==> src/rtl/eb_pkg.sv <==
`default_nettype none
// ============================================================================
// Module      : eb_pkg
// Description : Shared definitions for the RX elastic buffer (read and write
//               side controllers): SKP ordered-set symbol, read FSM state
//               encoding and Gray/binary pointer conversion helpers.
// Revision    : 1.0 - initial release
// ============================================================================
package eb_pkg;

    // K28.0, the SKP symbol that may be duplicated or dropped.
    localparam logic [7:0] SKP_SYM = 8'h1C;

    typedef enum logic [0:0] {
        FILL = 1'b0,
        RUN  = 1'b1
    } eb_state_e;

    // The conversions operate on a 32-bit zero-extended pointer, so they serve
    // any PTR_WIDTH up to 32; callers cast the result back to PTR_WIDTH.
    function automatic logic [31:0] bin2gray(input logic [31:0] b);
        return b ^ (b >> 1);
    endfunction

    // Each binary bit is the XOR of all Gray bits at or above it.
    function automatic logic [31:0] gray2bin(input logic [31:0] g);
        logic [31:0] b;
        b = g;
        for (int i = 1; i < 32; i++) begin
            b = b ^ (g >> i);
        end
        return b;
    endfunction

endpackage : eb_pkg
`default_nettype wire

==> src/rtl/eb_rd_ptr.sv <==
`default_nettype none
// ============================================================================
// Module      : eb_rd_ptr
// Description : Read pointer register pair. Holds the binary read pointer and
//               its registered Gray copy, updated together so the Gray output
//               never glitches into the write clock domain.
// Ports       : clk, rst        - clock, async active-high reset
//               inc_i           - advance pointer by one (wraps)
//               load_i          - load load_val_i (has priority over inc_i)
//               load_val_i      - binary value to load
//               rd_bin_o        - binary read pointer (registered)
//               rd_ptr_gray_o   - Gray read pointer (registered)
// Revision    : 1.0 - initial release
// ============================================================================
module eb_rd_ptr #(
    parameter int PTR_WIDTH = 4
) (
    input  logic                 clk,
    input  logic                 rst,
    input  logic                 inc_i,
    input  logic                 load_i,
    input  logic [PTR_WIDTH-1:0] load_val_i,
    output logic [PTR_WIDTH-1:0] rd_bin_o,
    output logic [PTR_WIDTH-1:0] rd_ptr_gray_o
);
    import eb_pkg::*;

    logic [PTR_WIDTH-1:0] rd_bin_q;
    logic [PTR_WIDTH-1:0] rd_bin_d;
    logic [PTR_WIDTH-1:0] rd_gray_q;

    always_comb begin
        rd_bin_d = rd_bin_q;
        if (load_i) begin
            rd_bin_d = load_val_i;
        end else if (inc_i) begin
            rd_bin_d = rd_bin_q + PTR_WIDTH'(1);
        end
    end

    // Gray copy is computed from the next binary value so both registers
    // always describe the same pointer.
    always_ff @(posedge clk or posedge rst) begin
        if (rst) begin
            rd_bin_q  <= '0;
            rd_gray_q <= '0;
        end else begin
            rd_bin_q  <= rd_bin_d;
            rd_gray_q <= PTR_WIDTH'(bin2gray(32'(rd_bin_d)));
        end
    end

    assign rd_bin_o      = rd_bin_q;
    assign rd_ptr_gray_o = rd_gray_q;

endmodule : eb_rd_ptr
`default_nettype wire

==> src/rtl/eb_rd_ctrl.sv <==
`default_nettype none
// ============================================================================
// Module      : eb_rd_ctrl
// Description : Read-side controller of the RX elastic buffer (core clock).
//               Waits for START_LVL entries, then streams symbols out of the
//               buffer RAM, duplicating a SKP when the fill is low and
//               dropping one when it is high. Recovers from underflow (wait
//               for refill) and overflow (flush to the write pointer).
// Ports       : clk, rst          - clock, async active-high reset
//               wr_ptr_gray_sync  - write pointer, Gray, synchronized here
//               rd_data, rd_is_k  - RAM read data at rd_addr (comb. read)
//               rd_addr           - RAM read address
//               rd_ptr_gray       - registered Gray read pointer
//               out_data/out_k    - output symbol and K flag
//               out_valid         - output qualifier
//               fill_level        - registered fill
//               skp_added/skp_removed/underflow/overflow - event pulses
// Revision    : 1.0 - initial release
// ============================================================================
module eb_rd_ctrl #(
    parameter int PTR_WIDTH  = 4,
    parameter int DATA_WIDTH = 8,
    parameter int LOW_WM     = 2,
    parameter int HIGH_WM    = 6,
    parameter int START_LVL  = 4
) (
    input  logic                  clk,
    input  logic                  rst,
    input  logic [PTR_WIDTH-1:0]  wr_ptr_gray_sync,
    input  logic [DATA_WIDTH-1:0] rd_data,
    input  logic                  rd_is_k,
    output logic [PTR_WIDTH-2:0]  rd_addr,
    output logic [PTR_WIDTH-1:0]  rd_ptr_gray,
    output logic [DATA_WIDTH-1:0] out_data,
    output logic                  out_k,
    output logic                  out_valid,
    output logic [PTR_WIDTH-1:0]  fill_level,
    output logic                  skp_added,
    output logic                  skp_removed,
    output logic                  underflow,
    output logic                  overflow
);
    import eb_pkg::*;

    localparam int                   DEPTH   = 2 ** (PTR_WIDTH - 1);
    localparam logic [PTR_WIDTH-1:0] DEPTH_V = PTR_WIDTH'(DEPTH);
    localparam logic [PTR_WIDTH-1:0] START_V = PTR_WIDTH'(START_LVL);
    localparam logic [PTR_WIDTH-1:0] LOW_V   = PTR_WIDTH'(LOW_WM);
    localparam logic [PTR_WIDTH-1:0] HIGH_V  = PTR_WIDTH'(HIGH_WM);

    eb_state_e             state_q, state_d;
    logic [DATA_WIDTH-1:0] out_data_q, out_data_d;
    logic                  out_k_q, out_k_d;
    logic                  out_valid_q, out_valid_d;
    logic [PTR_WIDTH-1:0]  fill_level_q;
    logic                  skp_added_q, skp_added_d;
    logic                  skp_removed_q, skp_removed_d;
    logic                  underflow_q, underflow_d;
    logic                  overflow_q, overflow_d;
    logic                  ins_done_q, ins_done_d;
    logic                  rem_done_q, rem_done_d;

    logic [PTR_WIDTH-1:0]  wr_bin;
    logic [PTR_WIDTH-1:0]  rd_bin;
    logic [PTR_WIDTH-1:0]  fill;
    logic                  is_skp;
    logic                  ptr_inc;
    logic                  ptr_load;

    eb_rd_ptr #(
        .PTR_WIDTH (PTR_WIDTH)
    ) u_rd_ptr (
        .clk           (clk),
        .rst           (rst),
        .inc_i         (ptr_inc),
        .load_i        (ptr_load),
        .load_val_i    (wr_bin),
        .rd_bin_o      (rd_bin),
        .rd_ptr_gray_o (rd_ptr_gray)
    );

    assign wr_bin  = PTR_WIDTH'(gray2bin(32'(wr_ptr_gray_sync)));
    // Modulo subtraction: values above DEPTH can only mean the writer lapped us.
    assign fill    = wr_bin - rd_bin;
    assign is_skp  = rd_is_k && (rd_data == DATA_WIDTH'(SKP_SYM));
    assign rd_addr = rd_bin[PTR_WIDTH-2:0];

    always_comb begin
        state_d       = state_q;
        ptr_inc       = 1'b0;
        ptr_load      = 1'b0;
        out_valid_d   = 1'b0;
        out_data_d    = '0;
        out_k_d       = 1'b0;
        skp_added_d   = 1'b0;
        skp_removed_d = 1'b0;
        underflow_d   = 1'b0;
        overflow_d    = 1'b0;
        ins_done_d    = ins_done_q;
        rem_done_d    = 1'b0;

        case (state_q)
            FILL: begin
                if ((fill >= START_V) && (fill <= DEPTH_V)) begin
                    state_d = RUN;
                end
            end
            RUN: begin
                if (fill > DEPTH_V) begin
                    overflow_d = 1'b1;
                    ptr_load   = 1'b1;
                    state_d    = FILL;
                end else if (fill == '0) begin
                    underflow_d = 1'b1;
                    state_d     = FILL;
                end else if (is_skp && (fill >= HIGH_V) && !rem_done_q) begin
                    // Checked before insertion so removal wins when the
                    // watermarks overlap.
                    ptr_inc       = 1'b1;
                    skp_removed_d = 1'b1;
                    rem_done_d    = 1'b1;
                end else if (is_skp && (fill <= LOW_V) && !ins_done_q) begin
                    out_valid_d = 1'b1;
                    out_data_d  = rd_data;
                    out_k_d     = rd_is_k;
                    skp_added_d = 1'b1;
                    ins_done_d  = 1'b1;
                end else begin
                    out_valid_d = 1'b1;
                    out_data_d  = rd_data;
                    out_k_d     = rd_is_k;
                    ptr_inc     = 1'b1;
                end
            end
            default: begin
                state_d = FILL;
            end
        endcase

        // A new head symbol may be duplicated again.
        if (ptr_inc || ptr_load) begin
            ins_done_d = 1'b0;
        end
    end

    always_ff @(posedge clk or posedge rst) begin
        if (rst) begin
            state_q       <= FILL;
            out_data_q    <= '0;
            out_k_q       <= 1'b0;
            out_valid_q   <= 1'b0;
            fill_level_q  <= '0;
            skp_added_q   <= 1'b0;
            skp_removed_q <= 1'b0;
            underflow_q   <= 1'b0;
            overflow_q    <= 1'b0;
            ins_done_q    <= 1'b0;
            rem_done_q    <= 1'b0;
        end else begin
            state_q       <= state_d;
            out_data_q    <= out_data_d;
            out_k_q       <= out_k_d;
            out_valid_q   <= out_valid_d;
            fill_level_q  <= fill;
            skp_added_q   <= skp_added_d;
            skp_removed_q <= skp_removed_d;
            underflow_q   <= underflow_d;
            overflow_q    <= overflow_d;
            ins_done_q    <= ins_done_d;
            rem_done_q    <= rem_done_d;
        end
    end

    assign out_data    = out_data_q;
    assign out_k       = out_k_q;
    assign out_valid   = out_valid_q;
    assign fill_level  = fill_level_q;
    assign skp_added   = skp_added_q;
    assign skp_removed = skp_removed_q;
    assign underflow   = underflow_q;
    assign overflow    = overflow_q;

endmodule : eb_rd_ctrl
`default_nettype wire

==> config.mk <==
export PLATFORM = sky130hd
export DESIGN_NAME = eb_rd_ctrl
export DESIGN_NICKNAME = d
export VERILOG_FILES = /design/src/rtl/eb_pkg.sv /design/src/rtl/eb_rd_ptr.sv /design/src/rtl/eb_rd_ctrl.sv
export SDC_FILE = /design/constraint.sdc
export NUM_CORES = 1
export LEC_CHECK = 0
export ABC_AREA = 1
export BUFFER_PORTS_ARGS = -buffer_cell sky130_fd_sc_hd__buf_2
export CORE_MARGIN = 2
export CORE_UTILIZATION = 40
export CTS_BUF_LIST = sky130_fd_sc_hd__clkbuf_4 sky130_fd_sc_hd__clkbuf_8 sky130_fd_sc_hd__clkbuf_16
export DETAILED_ROUTE_END_ITERATION = 6
export PLACE_DENSITY = 0.62
export RECOVER_POWER = 100
export SYNTH_ARGS = -nofsm -noshare
export SYNTH_HDL_FRONTEND = slang
export SYNTH_SLANG_ARGS = --single-unit
==> constraint.sdc <==
create_clock -name clk -period 3.2 [get_ports clk]
set_clock_uncertainty 0.2 [all_clocks]
set_input_delay 0.32 -clock clk [delete_from_list [all_inputs] [get_ports clk]]
set_output_delay 0.32 -clock clk [all_outputs]
set_load 0.01 [all_outputs]
==> results of run 1 <==
what timing repair did:
action	CTS	global route
hold buffers	0	1
hold endpoints to repair	0	1
buffers inserted	0	0
final cells by class:
cell class	count	area share, %
Multi-Input combinational cell	113	39.2
Sequential cell	27	39.4
Timing Repair Buffer	40	10.1
Inverter	28	6.13
Clock buffer	4	1.75
Tap cell	46	3.36
through the flow:
stage / total power (W) / cells / util, %
6_report: 0.00174 / 258 / 50.2
5_1_grt: 0.00192 / 258 / 50.2
4_1_cts: 0.00182 / 257 / 51.2
3_5_place_dp: 0.00167 / 253 / 50.3
3_3_place_gp: 0.00165 / 253 / 50.3
2_1_floorplan: 0.00138 / 168 / -
layer usage:
layer | up-vias | GRT usage [%] | wire [um]
met5 | - | 0 | 0
met4 | 0 | 7.98 | 63
met1 | 518 | 17.6 | 1250
met2 | 31 | 25.8 | 1320
li1 | 600 | - | -
met3 | 4 | 2.43 | 143
cell usage in the layout (no fill, tap or decap), types with 3 or more instances in the layout:
cell type                  instances
sky130_fd_sc_hd__nand2_1          48
sky130_fd_sc_hd__nor2_8            3
sky130_fd_sc_hd__clkbuf_4          4
sky130_fd_sc_hd__dfrtp_1          27
sky130_fd_sc_hd__ha_1              4
sky130_fd_sc_hd__clkbuf_1         25
sky130_fd_sc_hd__nor2_1           16
sky130_fd_sc_hd__buf_2            14
sky130_fd_sc_hd__nand2_2           7
sky130_fd_sc_hd__nand3_1          11
sky130_fd_sc_hd__nor3_1            4
sky130_fd_sc_hd__nand2_4           3
sky130_fd_sc_hd__inv_1            26
cells in the mapped netlist:
library cell and n:
sky130_fd_sc_hd__nor2_1 16, sky130_fd_sc_hd__xnor2_1 2, sky130_fd_sc_hd__nand3_1 11, sky130_fd_sc_hd__xnor2_4 1
sky130_fd_sc_hd__ha_1 4, sky130_fd_sc_hd__nor4_1 1, sky130_fd_sc_hd__nand3_2 2, sky130_fd_sc_hd__or2_4 1
sky130_fd_sc_hd__nand4_1 1, sky130_fd_sc_hd__a211o_1 1, sky130_fd_sc_hd__inv_2 3, sky130_fd_sc_hd__nand2_1 45
sky130_fd_sc_hd__fa_1 1, sky130_fd_sc_hd__nand3b_1 2, sky130_fd_sc_hd__xor2_1 1, sky130_fd_sc_hd__a21oi_2 1
sky130_fd_sc_hd__nor2_8 3, sky130_fd_sc_hd__dfrtp_1 27, sky130_fd_sc_hd__nor3_1 4, sky130_fd_sc_hd__inv_1 25
sky130_fd_sc_hd__o21ai_0 1, sky130_fd_sc_hd__nand2_2 9, sky130_fd_sc_hd__or2_1 1, sky130_fd_sc_hd__nand2_4 4
sky130_fd_sc_hd__nor2_4 1
worst max-delay path by stage:
stage,endpoint,slack [ns]
floorplan,u_rd_ptr.rd_ptr_gray_o[0]$_DFF_PP0_,0.39
global placement,u_rd_ptr.rd_ptr_gray_o[0]$_DFF_PP0_,0.15
detailed placement,u_rd_ptr.rd_ptr_gray_o[0]$_DFF_PP0_,0.01
CTS,u_rd_ptr.rd_ptr_gray_o[0]$_DFF_PP0_,0.35
global route,u_rd_ptr.rd_ptr_gray_o[2]$_DFF_PP0_,0.13
finish,u_rd_ptr.rd_ptr_gray_o[0]$_DFF_PP0_,0.32
kinds of logic (layout without fill, tap and decap cells):
kind of cell             after synthesis  in the layout  synth area share (%)
AO/OA/AOI/OAI                          3              3                  1.54
AND/OR/NAND/NOR                      101            101                  36.8
flip-flops                            27             27                  46.1
adder cells (fa/ha/maj)                5              5                  4.78
XOR/XNOR                               4              4                  3.67
buffers and inverters                 28             72                  7.17
registers in the layout (all words and copies together), names as in the netlist:
| register | count |
|---|---|
| underflow | 1 |
| overflow | 1 |
| rem_done_q | 1 |
| state_q | 1 |
| out_valid | 1 |
| skp_added | 1 |
| out_k | 1 |
| u_rd_ptr.rd_ptr_gray_o | 3 |
| u_rd_ptr.rd_bin_o | 4 |
| ins_done_q | 1 |
| fill_level | 4 |
| out_data | 8 |
power groups by stage:
stage          registers [W]  clock network (W)  logic (W)
2_1_floorplan       0.000608                  0   0.000776
6_report            0.000548           0.000147    0.00104
3_5_place_dp        0.000554                  0    0.00111
3_3_place_gp        0.000551                  0    0.00110
4_1_cts             0.000546           0.000153    0.00112
5_1_grt             0.000565           0.000174    0.00119
worst reg2reg max path, delay by kind of cell, from the launching register on:
| family | cells | cell delay, ns |
|---|---|---|
| flops | 1 | 0.48 |
| fa+ha+maj | 2 | 0.65 |
| simple gates | 12 | 1.15 |
| buf+inv | 2 | 0.10 |
==> results by stage, run 1 <==
Status:
- The run finished, with violations left.
- The checks that failed: hold timing.

Synth:
- By area the synthesized netlist is led by sky130_fd_sc_hd__dfrtp_1 46%, sky130_fd_sc_hd__nand2_1 12%, sky130_fd_sc_hd__inv_1 6.4%, sky130_fd_sc_hd__nor2_8 4.1%, sky130_fd_sc_hd__nor2_1 4.1%.
- For this run, the number of Yosys warnings is 0.
- The count of unique library cells instantiated by Yosys is 25.
- The post-synthesis average cell area is between 8 and 9 sq um.
- The area share of the largest cell type after synthesis is between 40% and 50%.
- The sequential share of the synthesized area is between 40% and 50%.
- After synthesis the netlist holds a flip-flop and latch count of 27.
- In this run the cell area of the synthesized design comes to 1470 sq um.
- The number of instances in the synthesized netlist is roughly 170.
- Of all cell types, the one taking the most synthesized area is sky130_fd_sc_hd__dfrtp_1.
- The number of nets in the synthesized netlist is approximately 190.

Clock tree:
- TritonCTS built the clock tree.
- The clock passes through at most 2 buffers.
- Clock-pin slew was measured on the worst setup and hold paths at between 0.1 and 0.15 ns.
- The cell sitting at the root of the clock tree is a sky130_fd_sc_hd__clkbuf_4.
- CTS built an H-tree with a depth of 1.
- The clock latency on the worst-skew pair is 0.31 ns.
- The clock sink total is 27.
- The number of buffers added by the clock tree synthesis step is 3.
- The post-CTS resize count is 0.

Route:
- The number of nets still failing antenna checks after routing is 0.
- Dividing the detail-routed wire length by the instance count gives about 11 um.
- The total via count after detailed routing is 1153.
- The final wirelength is around 2.8 mm.
- The via density per instance is between 4 and 5.
- After detailed routing, the number of remaining DRC violations is 0.
- Before antenna repair, the detailed router went through 4 iterations.
- The initial detailed-routing violation count is 51.

Die:
- The die extent in y is 64.5 um.
- Measured along the x axis, the die boundary spans around 65 um.
- The core region is around 3400 sq um.
- The floorplan die area is around 4200 sq um.
- 40 I/O pins were placed.
- The floorplan has 21 rows.
- The starting density of the core is between 40% and 50%.

Run:
- Max-cap violations in this run came to 0.

Critical path:
- The number of cells on the critical path is 21.
- The endpoint identified for the worst register-to-register timing path is u_rd_ptr.rd_ptr_gray_o[0]$_DFF_PP0_.
- The worst setup path is of the primary input to flip-flop kind.
- The largest stage delay on the critical path is between 0.3 and 0.4 ns.
- In this run the critical register-to-register path is launched from u_rd_ptr.rd_bin_o[0]$_DFF_PP0_.
- The data required time at the worst endpoint is roughly 3.2 ns.
- In this design, the critical path's most frequently occurring cell is sky130_fd_sc_hd__nand2_1.
- The critical path contains buffers and inverters numbering 3 combined.
- The number of cells on the worst reg-to-reg path is 16.
- The cell family contributing the most delay on the critical path is simple AND/OR/NAND/NOR gates.
- The signal on the critical path passes through buf_2 -> or2_4 -> nand2_4 -> xnor2_4 -> xnor2_1 -> ha_1 -> fa_1 -> inv_1 -> nand2_1 -> nand2_1 -> nor2_8 -> nand3_2 -> nand2_2 -> nor2_8 -> nand2_4 -> nand2_1 -> nand3_1 -> nand2_2 -> inv_1 -> nand2_1 -> nand2_1.
- The critical-path maximum fanout is 8.
- The most critical setup path has its startpoint at wr_ptr_gray_sync[3].
- The library cell contributing the largest single delay on the critical path is sky130_fd_sc_hd__fa_1.
- The setup check on the worst reg-to-reg path leaves a slack of between 0.5 and 0.6 ns.
- STA classifies the critical path startpoint as a primary input.
- At the worst endpoint, the arrival time is between 2 and 3 ns.
- The type of element capturing the critical path is a flip-flop.

Timing:
- In the finished design, the share of the clock period the worst path needs comes to 90.0%.
- The time the worst path needs with I/O delays and setup is 2.88 ns.
- The max-slew violation count came to 0.
- The worst hold-check slack is -0.000530 ns.
- The number of failing hold endpoints at the final stage came to 1.
- Setup violations remaining at the end of the flow were counted as 0.
- Setup repair after global routing left no endpoint under its margin.
- The transition time at the pin with the least slew margin is around 0.96 ns.
- Setup slack closes at approximately 0.32 ns.
- The headroom to the max-slew limit is 36.2%.
- Based on the critical path, the design can be clocked at up to roughly 0.35 GHz.
- The setup TNS is 0 ns.

Global routing:
- The first-pass GRT wire length is about 4.8 mm.
- The overflow left after global routing is 0.
- The initial antenna violation count is 0.
- The global-route usage over all layers is ~15%.
- Entering global routing, the biggest net connects 28 pins.
- The via count of the first global-routing pass is 1095.

Pwr:
- The switching power summed over all nets is 0.000853 W.
- The share of power burned in combinational logic is between 60% and 70%.
- The switching share of total power is 49.1%.
- Internal power comes to about 0.0009 W.
- The relative contribution of the clock network to total power is 8.4%.
- Per report_power, the sequential group accounts for 31.5% of the total.
- The maximum ir drop on the vdd rail is roughly 0.40 mV.
- The power per cell area is 1010 nW/um^2.
- The analysis attributes to cell leakage a power of ~0.94 nW.

Placement:
- The placed instances occupy a cell area of around 1700 sq um.
- Routability-driven placement finished with a final weighted congestion of about 0.84.
- Prior to clock tree synthesis, the placed netlist has a worst setup slack of ~0.014 ns.
- The count of buffers added on input and output ports is 39.
- The wire-length estimate of the detail-placed layout is 2.30 mm.

Final layout:
- The final layout contains ~230 nets.
- The number of antenna diodes in the final layout is 0.
- Across the whole layout, storage elements account for 676 sq um.
- Cells with a size suffix above 1 make up a little under a fifth of the layout.
- Relative to the synthesized area, the layout overhead comes to 17.0%.
- The layout has approximately 350 filler cells.
- The finished cells cover ~1700 sq um.
- The area used by multi-input combinational logic is ~670 sq um.

Hold path:
- In this run the worst hold path is classified as primary input to asynchronous set/reset pin.
Power figures use the tool's default switching activity.
==> run 2, diff against run 1 <==
--- a/config.mk
+++ b/config.mk
@@ -12,7 +12,7 @@
 export CTS_BUF_LIST = sky130_fd_sc_hd__clkbuf_4 sky130_fd_sc_hd__clkbuf_8 sky130_fd_sc_hd__clkbuf_16
 export DETAILED_ROUTE_END_ITERATION = 6
 export PLACE_DENSITY = 0.62
-export RECOVER_POWER = 100
+export RECOVER_POWER = 50
 export SYNTH_ARGS = -nofsm -noshare
 export SYNTH_HDL_FRONTEND = slang
 export SYNTH_SLANG_ARGS = --single-unit
==> results by stage, run 2 (synthesis gave the netlist of run 1 again) <==
Status:
- The flow ran to the end, and the final reports show no timing, DRC or antenna violations.

Pwr:
- The power per cell area is 1020 nW/um^2 (+0.40%).
- The leakage power figure is 0.988 nW (+4.7%).
- The fraction of power consumed by sequential logic came to 30.8% (-0.7 points).
- The internal cell power came to 0.000912 W (+3.1%).
- The maximum ir drop on the vdd rail is 0.422 mV (+5.4%).
- The switching share of total power was 48.6% (-0.49 points).
- The relative contribution of the clock network to total power is 8.2% (-0.2 points).
- The share of power burned in combinational logic came to 61.0% (+1.0 points).
- The switching power summed over all nets is 0.000862 W (+1.1%).

Final layout:
- The flip-flop count of the largest register after layout is 8 (unchanged).
- The post-route standard cell area excluding fillers was 1740 sq um (+1.7%).
- The post-layout net count is 233 (unchanged).
- The filler cell count is 342 (-1.7%).
- Relative to the synthesized area, the layout overhead comes to 18.9%.
- Leaving out fill and tap cells, the most frequent cell in the layout is sky130_fd_sc_hd__nand2_1.
- The fraction of final layout cells with drive strength greater than 1 is 26.4% (+8.0 points).
- The number of antenna repair diodes is 0 (unchanged).
- Leaving out fill and tap cells, the most frequent cells in the layout are 45 x sky130_fd_sc_hd__nand2_1, 27 x sky130_fd_sc_hd__dfrtp_1, 27 x sky130_fd_sc_hd__buf_2.

Route:
- The detail-routed net length per standard cell was 10.7 um (-0.47%).
- The initial detailed-routing violation count is 51 (unchanged).
- The number of iterations in the first detailed-routing pass was 4 (unchanged).
- The post-route DRC violation count is 0 (unchanged).
- The number of nets still failing antenna checks after routing was 0 (unchanged).
- The total via count after detailed routing is 1150 (-0.26%).
- The via density per instance was 4.46 (-0.26%).
- The final wirelength was 2.76 mm (-0.47%).

Timing:
- The setup TNS is 0 ns (unchanged).
- The number of failing hold endpoints at the final stage is 0 (-1).
- The transition time at the pin with the least slew margin was 0.962 ns (+0.00631 ns).
- The smallest setup slack after layout came to 0.376 ns (+0.0560 ns).
- The timing-limited maximum frequency is 0.354 GHz (+2.0%).
- Setup repair after global routing left no endpoint under its margin.
- The count of final setup violators is 0 (unchanged).
- The max-slew violation count is 0 (unchanged).
- The time the worst path needs with I/O delays and setup is 2.82 ns (-0.0560 ns).
- The headroom to the max-slew limit is 35.8% (-0.42 points).
- The worst hold-check slack is 0.00204 ns (+0.00257 ns).
- The final clock period utilization by the worst path is 88.3% (-1.8 points).

Die:
- The floorplan die area is 4170 sq um (unchanged).
- The x dimension of the die is 64.5 um (unchanged).
- The total I/O pin count was 40 (unchanged).
- The die extent in y came to 64.5 um (unchanged).
- The floorplan core area came to 3420 sq um (unchanged).
- The starting density of the core is 42.9% (unchanged).
- The number of rows created at floorplan was 21 (unchanged).

Clock tree:
- The clock tree from TritonCTS is done.
- The number of buffers added by the clock tree synthesis step is 3 (unchanged).
- The clock sink total was 27 (unchanged).
- The number of H-tree branching levels came to 1 (unchanged).
- The maximum count of clock buffers along a single path is 2 (unchanged).
- Clock tree synthesis selected as its root buffer the cell sky130_fd_sc_hd__clkbuf_4.
- The clock input transition at the sequential cells of the worst setup and hold paths is 0.13 ns (about the same).
- The clock latency on the worst-skew pair was 0.31 ns (about the same).

Critical path:
- The cell repeated most along the worst path is sky130_fd_sc_hd__nand2_1.
- The endpoint of the worst register-to-register path is u_rd_ptr.rd_ptr_gray_o[0]$_DFF_PP0_.
- The data required time at the worst endpoint came to 3.22 ns (about the same).
- The launching element type of the critical path is a primary input.
- The largest stage delay on the critical path was 0.46 ns (+0.07 ns).
- In this run the critical register-to-register path is launched from u_rd_ptr.rd_bin_o[0]$_DFF_PP0_.
- The critical path in this run is classified as primary input to flip-flop.
- The critical path buffer and inverter count is 2 (-1).
- The data arrival time of the critical path came to 2.84 ns (-0.06 ns).
- Walking the worst path, the cells encountered are buf_2 -> or2_4 -> nand2_4 -> xnor2_4 -> xnor2_1 -> ha_1 -> fa_1 -> nand2_1 -> nor2_8 -> nand3_2 -> nand2_2 -> nor2_8 -> nand2_4 -> nand2_1 -> nand3_1 -> nand2_2 -> inv_1 -> nand2_1 -> nand2_1.
- The library cell contributing the largest single delay on the critical path is sky130_fd_sc_hd__fa_1.
- The number of cells on the worst reg-to-reg path is 13 (-3).
- The register-to-register setup slack was 0.62 ns (+0.08 ns).
- STA classifies the critical path endpoint as a flip-flop.
- The critical-path maximum fanout was 8 (unchanged).
- The family with the most delay on the worst path is simple AND/OR/NAND/NOR gates.

Global routing:
- The overflow left after global routing is 0 (unchanged).
- The global-route usage over all layers is 14.9% (unchanged).
- The initial antenna violation count is 0 (unchanged).
- The via count of the first global-routing pass is 1095 (unchanged).
- The maximum number of pins on one net before global-route repair is 28 (unchanged).
- The first-pass GRT wire length is 4.75 mm (unchanged).

Placement:
- The cell area reported after detailed placement is 1720 sq um (unchanged).
- The weighted congestion at the end of routability-driven global placement is 0.844 (unchanged).
- The worst setup slack before clock tree synthesis is 0.0140 ns (unchanged).
- The number of buffers added on ports came to 39 (unchanged).
- The total half-perimeter wirelength after legalization and detailed placement was 2.30 mm (unchanged).

Hold path:
- The tightest min-delay check is of the primary input to asynchronous set/reset pin type.

Run:
- The number of maximum-capacitance constraint violations was 0 (unchanged).
[run 2: layout make-up]
type	instances	area, sq um	share of cell area, %
Clock buffer	4	30.0	1.72
Inverter	28	105	6.03
Multi-Input combinational cell	113	686	39.3
Sequential cell	27	676	38.7
Tap cell	46	57.6	3.30
Timing Repair Buffer	40	190	10.9
[run 2: through the flow]
| step | cells | total power (W) | utilization [%] |
|---|---|---|---|
| after floorplan | 168 | 0.00138 | - |
| after global placement | 253 | 0.00165 | 50.3 |
| after detailed placement | 253 | 0.00167 | 50.3 |
| after CTS | 257 | 0.00182 | 51.2 |
| after global routing | 258 | 0.00196 | 51.1 |
| final | 258 | 0.00177 | 51.1 |
[run 2: timing repair]
item / in CTS / in global routing
endpoints found under the hold margin: 0 / 1
setup buffers: 0 / 0
hold buffers: 0 / 1
resized for setup: 0 / 0
[run 2: per-layer routing]
metal	routed length, um	share of wire, %	track usage [%]
met5	0	0	0
met4	63	2.3	7.98
met3	145	5.2	2.43
met2	1340	48	25.8
met1	1220	44	17.6
[run 2: worst register-to-register path: cells and delay by family, from the launching register on]
family,cells,cell delay (ns)
fa+ha+maj,2,0.80
flops,1,0.47
simple gates,11,1.01
[run 2: worst max path at each step]
| stage | from | endpoint | slack, ns | cells after the start |
|---|---|---|---|---|
| 6_report | wr_ptr_gray_sync[3] | u_rd_ptr.rd_ptr_gray_o[0]$_DFF_PP0_ | 0.38 | 19 |
| 5_1_grt | wr_ptr_gray_sync[3] | u_rd_ptr.rd_ptr_gray_o[2]$_DFF_PP0_ | 0.19 | 19 |
| 4_1_cts | wr_ptr_gray_sync[3] | u_rd_ptr.rd_ptr_gray_o[0]$_DFF_PP0_ | 0.35 | 19 |
| 3_5_place_dp | wr_ptr_gray_sync[3] | u_rd_ptr.rd_ptr_gray_o[0]$_DFF_PP0_ | 0.01 | 19 |
| 3_3_place_gp | wr_ptr_gray_sync[3] | u_rd_ptr.rd_ptr_gray_o[0]$_DFF_PP0_ | 0.15 | 18 |
| 2_1_floorplan | wr_ptr_gray_sync[3] | u_rd_ptr.rd_ptr_gray_o[0]$_DFF_PP0_ | 0.39 | 18 |
[run 2: power by group through the flow]
stage,logic (W),registers (W),clock network (W)
floorplan,0.000776,0.000608,0
global placement,0.00110,0.000551,0
detailed placement,0.00111,0.000554,0
CTS,0.00112,0.000546,0.000153
global route,0.00123,0.000563,0.000174
finish,0.00108,0.000546,0.000146
